`config.mk`:
```
export PLATFORM = sky130hd
export DESIGN_NAME = ifu2dec_buf
export DESIGN_NICKNAME = d
export VERILOG_FILES = /design/src/rtl/ifu2dec_buf.sv
export SDC_FILE = /design/constraint.sdc
export NUM_CORES = 1
export LEC_CHECK = 0
export BUFFER_PORTS_ARGS = -buffer_cell sky130_fd_sc_hd__buf_4
export CAP_MARGIN = 25
export CORE_MARGIN = 4
export CORE_UTILIZATION = 35
export CTS_CLUSTER_SIZE = 30
export DETAILED_ROUTE_END_ITERATION = 12
export PLACE_DENSITY_LB_ADDON = 0.25
export SYNTH_ARGS = -nofsm -noshare
export SYNTH_HDL_FRONTEND = slang
export SYNTH_SLANG_ARGS = --single-unit
```
`constraint.sdc`:
```
create_clock -name clk -period 13.2 [get_ports clk]
set_clock_uncertainty 0.1 [all_clocks]
set_input_delay 2.64 -clock clk [delete_from_list [all_inputs] [get_ports clk]]
set_output_delay 2.64 -clock clk [all_outputs]
set_load 0.02 [all_outputs]
```
`src/rtl/ifu2dec_buf.sv`:
```
// Registered decoupling FIFO between the fetch unit and the decoder.
// Ready toward the fetch unit comes from registered state only; a flush empties the buffer.
module ifu2dec_buf #(
  parameter int unsigned AW = 32,
  parameter int unsigned IW = 32,
  parameter int unsigned DP = 2
) (
  input  logic                   clk,
  input  logic                   rst,
  input  logic                   flush_i,
  input  logic                   ifu_vld_i,
  output logic                   ifu_rdy_o,
  input  logic [AW-1:0]          ifu_pc_i,
  input  logic [IW-1:0]          ifu_instr_i,
  input  logic                   ifu_err_i,
  input  logic                   ifu_prdt_taken_i,
  output logic                   dec_vld_o,
  input  logic                   dec_rdy_i,
  output logic [AW-1:0]          dec_pc_o,
  output logic [IW-1:0]          dec_instr_o,
  output logic                   dec_err_o,
  output logic                   dec_prdt_taken_o,
  output logic [$clog2(DP):0]    occ_o
);

  localparam int unsigned PW = $clog2(DP);
  localparam int unsigned EW = AW + IW + 2;
  localparam logic [PW:0] PtrInc = {{PW{1'b0}}, 1'b1};

  logic [PW:0]   wptr_q, wptr_d;
  logic [PW:0]   rptr_q, rptr_d;
  logic [EW-1:0] mem_q [DP];
  logic          full, empty, push, pop;

  // Extra pointer MSB tells full from empty when the index bits match.
  always_comb begin
    full  = (wptr_q[PW] != rptr_q[PW]) && (wptr_q[PW-1:0] == rptr_q[PW-1:0]);
    empty = (wptr_q == rptr_q);
  end

  // A flush consumes the input packet, so ready is forced high during it.
  assign ifu_rdy_o = ~full | flush_i;
  assign dec_vld_o = ~empty & ~flush_i;
  assign push      = ifu_vld_i & ifu_rdy_o & ~flush_i;
  assign pop       = dec_vld_o & dec_rdy_i;
  assign occ_o     = wptr_q - rptr_q;

  assign {dec_pc_o, dec_instr_o, dec_err_o, dec_prdt_taken_o} = mem_q[rptr_q[PW-1:0]];

  always_comb begin
    wptr_d = wptr_q;
    rptr_d = rptr_q;
    if (flush_i) begin
      wptr_d = '0;
      rptr_d = '0;
    end else begin
      if (push) wptr_d = wptr_q + PtrInc;
      if (pop)  rptr_d = rptr_q + PtrInc;
    end
  end

  always_ff @(posedge clk or negedge rst) begin
    if (!rst) begin
      wptr_q <= '0;
      rptr_q <= '0;
    end else begin
      wptr_q <= wptr_d;
      rptr_q <= rptr_d;
    end
  end

  // Payload storage is not reset; it is only observed while dec_vld_o is high.
  always_ff @(posedge clk) begin
    if (push) begin
      mem_q[wptr_q[PW-1:0]] <= {ifu_pc_i, ifu_instr_i, ifu_err_i, ifu_prdt_taken_i};
    end
  end

endmodule

```
### Word level (Yosys, flattened, before mapping)

Memories as Yosys holds them, arrays and structs flattened.
Cells that the tools add are included.

| word-level totals | value |
|---|---|
| register bits after elaboration | 4 |
| memory bits (writable) | 132 |
| input bits | 71 |
| output and inout port bits | 70 |
| word-level logic and storage cells | 26 |
| memories kept | 1 |

| operators by class | value |
|---|---|
| add/sub/neg operators | 3 |
| equality and inequality tests | 3 |
| multiplexer cells | 6 |
| bitwise operators | 8 |
| reduce and logical (&&, ||, !) cells | 3 |

Memories:

| name | depth | width | read ports | clocked after memory_dff | wr ports | RTL line | text |
|---|---|---|---|---|---|---|---|
| mem_q | 2 | 66 | 1 | 0 | 1 | 32 | `logic [EW-1:0] mem_q [DP];` |

Operators by type and width:

| cell | number |
|---|---|
| 2-bit 2-to-1 mux | 4 |
| 2-bit by 1-bit adder with 2-bit output, second input constant | 2 |
| 1-bit AND | 4 |
| 2-bit nonzero test | 2 |
| 1-bit inverter | 3 |
| 2-bit equality test | 1 |
| 1-bit 2-to-1 mux | 2 |
| 2-bit subtractor | 1 |
| 1-bit equality test | 1 |
| 1-bit logical AND | 1 |
| 1-bit inequality test | 1 |
| 1-bit OR | 1 |

### Logic depth before layout (Yosys ltp)

| logic depth | value |
|---|---|
| depth after elaboration | 8 |
| mapped depth | 6 |
| depth with buffers taken out | 5 |

### Worst setup path after synthesis

OpenSTA, ideal clock, no wires.

| timing path | value |
|---|---|
| path type | input-to-reg |
| start point | input port flush_i |
| end point | memory mem_q[1][0] (netlist name), enable pin |
| setup time | 0.572 ns |
| arrival time | 7.302 ns |
| required time | 12.528 ns |
| slack | 5.226 ns |
| stages | 2 |
| buffers on the path | 1 |
| path through | buf_4 nor3_1 |

| between the ends | value |
|---|---|
| word-level cells in the longest chain between the ends | 5 |
| elaborated cells on any way between the ends | 6 |
| those cells by class | mux: 2; bitwise: 4 |

RTL lines:

| what | RTL line | text |
|---|---|---|
| from (decl) | 10 | `input logic flush_i,` |
| 1-bit OR | 42 | `assign ifu_rdy_o = ~full \| flush_i;` |
| 1-bit AND | 44 | `assign push = ifu_vld_i & ifu_rdy_o & ~flush_i;` |
| 1-bit AND (*) | 44 |  |
| 1-bit 2-to-1 mux (*) | 74 | `if (push) begin` |
| 1-bit 2-to-1 mux (not written as such) (*) | 75 | `mem_q[wptr_q[PW-1:0]] <= {ifu_pc_i, ifu_instr_i, ifu_err_i, ifu_prdt_taken_i};` |
| to (decl) | 32 |  |

Every way passes the cells marked *; elsewhere a longest branch is shown, timed or not.

### Worst setup path after layout

| timing path | value |
|---|---|
| start point | input port flush_i |
| end point | output port ifu_rdy_o |

| between the ends | value |
|---|---|
| word-level cells in the longest chain between the ends | 1 |

RTL lines:

| what | RTL line | text |
|---|---|---|
| 1-bit OR | 42 |  |
| to (decl) | 12 | `output logic ifu_rdy_o,` |

Every way passes these cells.

==> key figures <==
CTS
  • Worst-Skew Late Latency: 0.40 ns
  • Resized cells post-CTS: 0
  • Setup Fix Bufs, Post-CTS: 0
  • Clock Tree Buf Depth: 2
  • Num CTS Buffers: 17
  • Clock sinks: 136
  • Hold-fix buffers at CTS: 0
  • CTS root buf: clkbuf_16
  • H-tree Lvls: 4
  • CTS tree: done
  • Worst-path clk slew: 0.05 ns

Die
  • # rows: 43
  • Starting Density: 36.2%
  • Die ar.: 16,500 sq um
  • Die width: 128 microns
  • Core ar.: 14,000 sq um
  • IO Pins: 141
  • Die Span Y: 128 microns

Worst setup path
  • CP endpoint: ifu_rdy_o
  • WS Path Type: in2out
  • Reg2reg setup slack: 10.32 ns
  • Crit path required time: 10.46 ns
  • CP Launch Point: flush_i
  • Crit-path max FO: 14
  • Setup crit end kind: output pin
  • Worst reg2reg startpoint: rptr_q[0]
  • Reg2reg path depth: 5
  • CP Launch Type: input pin
  • Critical path data arrival time: 3.41 ns
  • Reg2Reg Capture Point: mem_q[0][46]

Routing
  • Residual DRC: 0
  • TritonRoute pass-1 iters: 4
  • Antenna violation net count after detailed routing: 0
  • Via count: 2,713
  • Final wirelength: 9450 microns
  • WL/cell: 16.1 microns
  • DR iter-0 viols: 115
  • Via density: 4.61

Timing
  • Slew @ Worst Pin: 0.925 ns
  • Final period utilization: 46.6%
  • Slew headroom: 38.3%
  • Max-slew violations: 0
  • Unrepaired setup endpoints after global routing: no
  • Max Fclk: 0.163 GHz
  • Fin Setup TNS: 0 ns
  • Final Hold Fails: 0
  • Fin crit period: 6.15 ns
  • Final Setup Violations: 0

Logic synthesis
  • Post-synth top area share: 78.0%
  • Post-Synthesis Cells: 244
  • Synth area leader: edfxtp_1
  • Mapped cell area: 5080 sq um
  • Synth cell types: 26
  • Syn. warnings: 0
  • Post-synth net total: 316
  • Yosys reg bits: 136
  • Syn Area/Cell: 20.8 sq um
  • Sequential area share after synthesis: 80.0%
  • Synth top area cells: edfxtp_1 (78%), mux2_2 (15%), dfrtp_1 (2.0%), buf_2 (0.59%), buf_6 (0.44%)

Job
  • Max-cap violations: 0

Global routing
  • Total global-route track usage: 12.0%
  • First-pass GRT wire length: 14,800 microns
  • Vias in the first global route: 2,970
  • Antenna violations before repair: 0
  • GRT overflow: 0
  • Pin count of the biggest net entering global routing: 74

Pwr
  • Pwr dens: 212 nW/um^2
  • Worst IR drop on VDD: 0.0894 mV
  • Total leakage power: 2.53 nW

Final layout
  • Util after Layout: 49.0%
  • Area delta synth->final: 35.3%
  • Layout cell share with drive strength beyond 1: 60.0%
  • Nets@finish: 468
  • N_diodes: 0
  • # fillers: 1,206

Hold path
  • Worst Hold Class: reg2reg

Placement
  • Detail Placement HPWL: 5790 microns
  • Gpl congestion: 0.750
  • Port bufs: 140

Outcome
  • Outcome: finished clean
[worst min path at each step]
stage | slack (ns) | to | from | depth (start not counted)
after floorplan | 0.49 | wptr_q[0] | wptr_q[0] | 3
after global placement | 0.55 | rptr_q[1] | rptr_q[1] | 2
after detailed placement | 0.56 | rptr_q[1] | rptr_q[1] | 2
after CTS | 0.57 | rptr_q[1] | rptr_q[1] | 2
after global routing | 0.60 | wptr_q[1] | rptr_q[1] | 2
final | 0.57 | rptr_q[1] | rptr_q[1] | 2
[cells by family (layout without fill, tap and decap cells)]
family / after synthesis / in the layout / share of synthesized area [%]
muxes: 67 / 67 / 14.8
xor gates and xnor gates: 2 / 2 / 0.493
adders and majority gates: 1 / 1 / 0.246
AOI/OAI and AO/OA: 6 / 6 / 0.665
and+or+nand+nor: 20 / 20 / 2.31
buffers and inverters: 12 / 176 / 1.48
DFF: 136 / 136 / 80.0
[through the flow]
step | hold WS [ns] | std cells | area (sq um) | worst slack [ns] | power (mW)
after global routing | 0.601 | 588 | 6880 | 7.02 | 1.54
after CTS | 0.572 | 587 | 6860 | 7.05 | 1.48
after floorplan | 0.489 | 244 | 5080 | 5.23 | 0.875
after detailed placement | 0.564 | 556 | 6320 | 7.05 | 1.05
after global placement | 0.551 | 556 | 6320 | 7.05 | 1.04
final | 0.568 | 588 | 6880 | 7.05 | 1.46
[critical path, stage by stage]
cell   delay [ns]
buf_4        0.16
or3_2        0.44
buf_4        0.17
[placed cells by master, fill, tap and decap left out, types with 2 or more instances in the layout]
master      Yosys  layout
buf_4           2     142
edfxtp_1      132     132
mux2_2         66      66
clkbuf_16       0      17
clkinv_2        0       6
nor2_1          5       5
a21oi_1         4       4
nand3_1         3       3
clkinvlp_4      0       3
clkinv_4        0       3
dfrtp_1         4       3
inv_1           2       2
or3_2           2       2
nor3_2          0       2
[final cells by class]
class                      count  area, sq um  share of cell area, %
tap                          180          225                   3.28
clock buffer                  18          429                   6.24
clock inverter                13          109                   1.58
sequential                   136         4070                   59.2
multi-input combinational     96          952                   13.8
timing repair buffer         143         1090                   15.8
inverter                       2         7.51                  0.109
[synth_stat cells]
cell        n
or3_1       1
or4_1       1
nor3b_1     1
nor3_1      2
mux2i_1     1
xnor2_2     1
buf_6       2
nor2_1      5
buf_4       2
nand2_1     1
edfxtp_1  132
nand4b_1    1
mux2_2     66
buf_2       6
or4b_1      1
inv_1       2
a311oi_1    1
or3_2       2
o21ai_0     1
ha_1        1
a21oi_1     4
nand4_1     1
xnor2_1     1
dfrtp_1     4
nand3_1     3
nor4b_1     1
[layer usage]
layer,part of all wire (%),global-route usage (%),up-vias
li1,-,-,1276
met1,40,13.6,1337
met2,50,19.6,87
met3,7.6,4.73,13
met4,2.4,6.11,0
met5,0,0,-
[registers in the layout (all words and copies together) (netlist names)]
signal,flops
rptr_q,2
mem_q,132
wptr_q,2
[report_power, final]
| part | internal (mW) | switching (mW) | leakage, nW |
|---|---|---|---|
| clock network | 0.256 | 0.168 | 0.261 |
| registers | 0.538 | 0.0343 | 1.26 |
| logic | 0.218 | 0.244 | 1.01 |
| total | 1.01 | 0.447 | 2.53 |
Power figures use the tool's default switching activity.
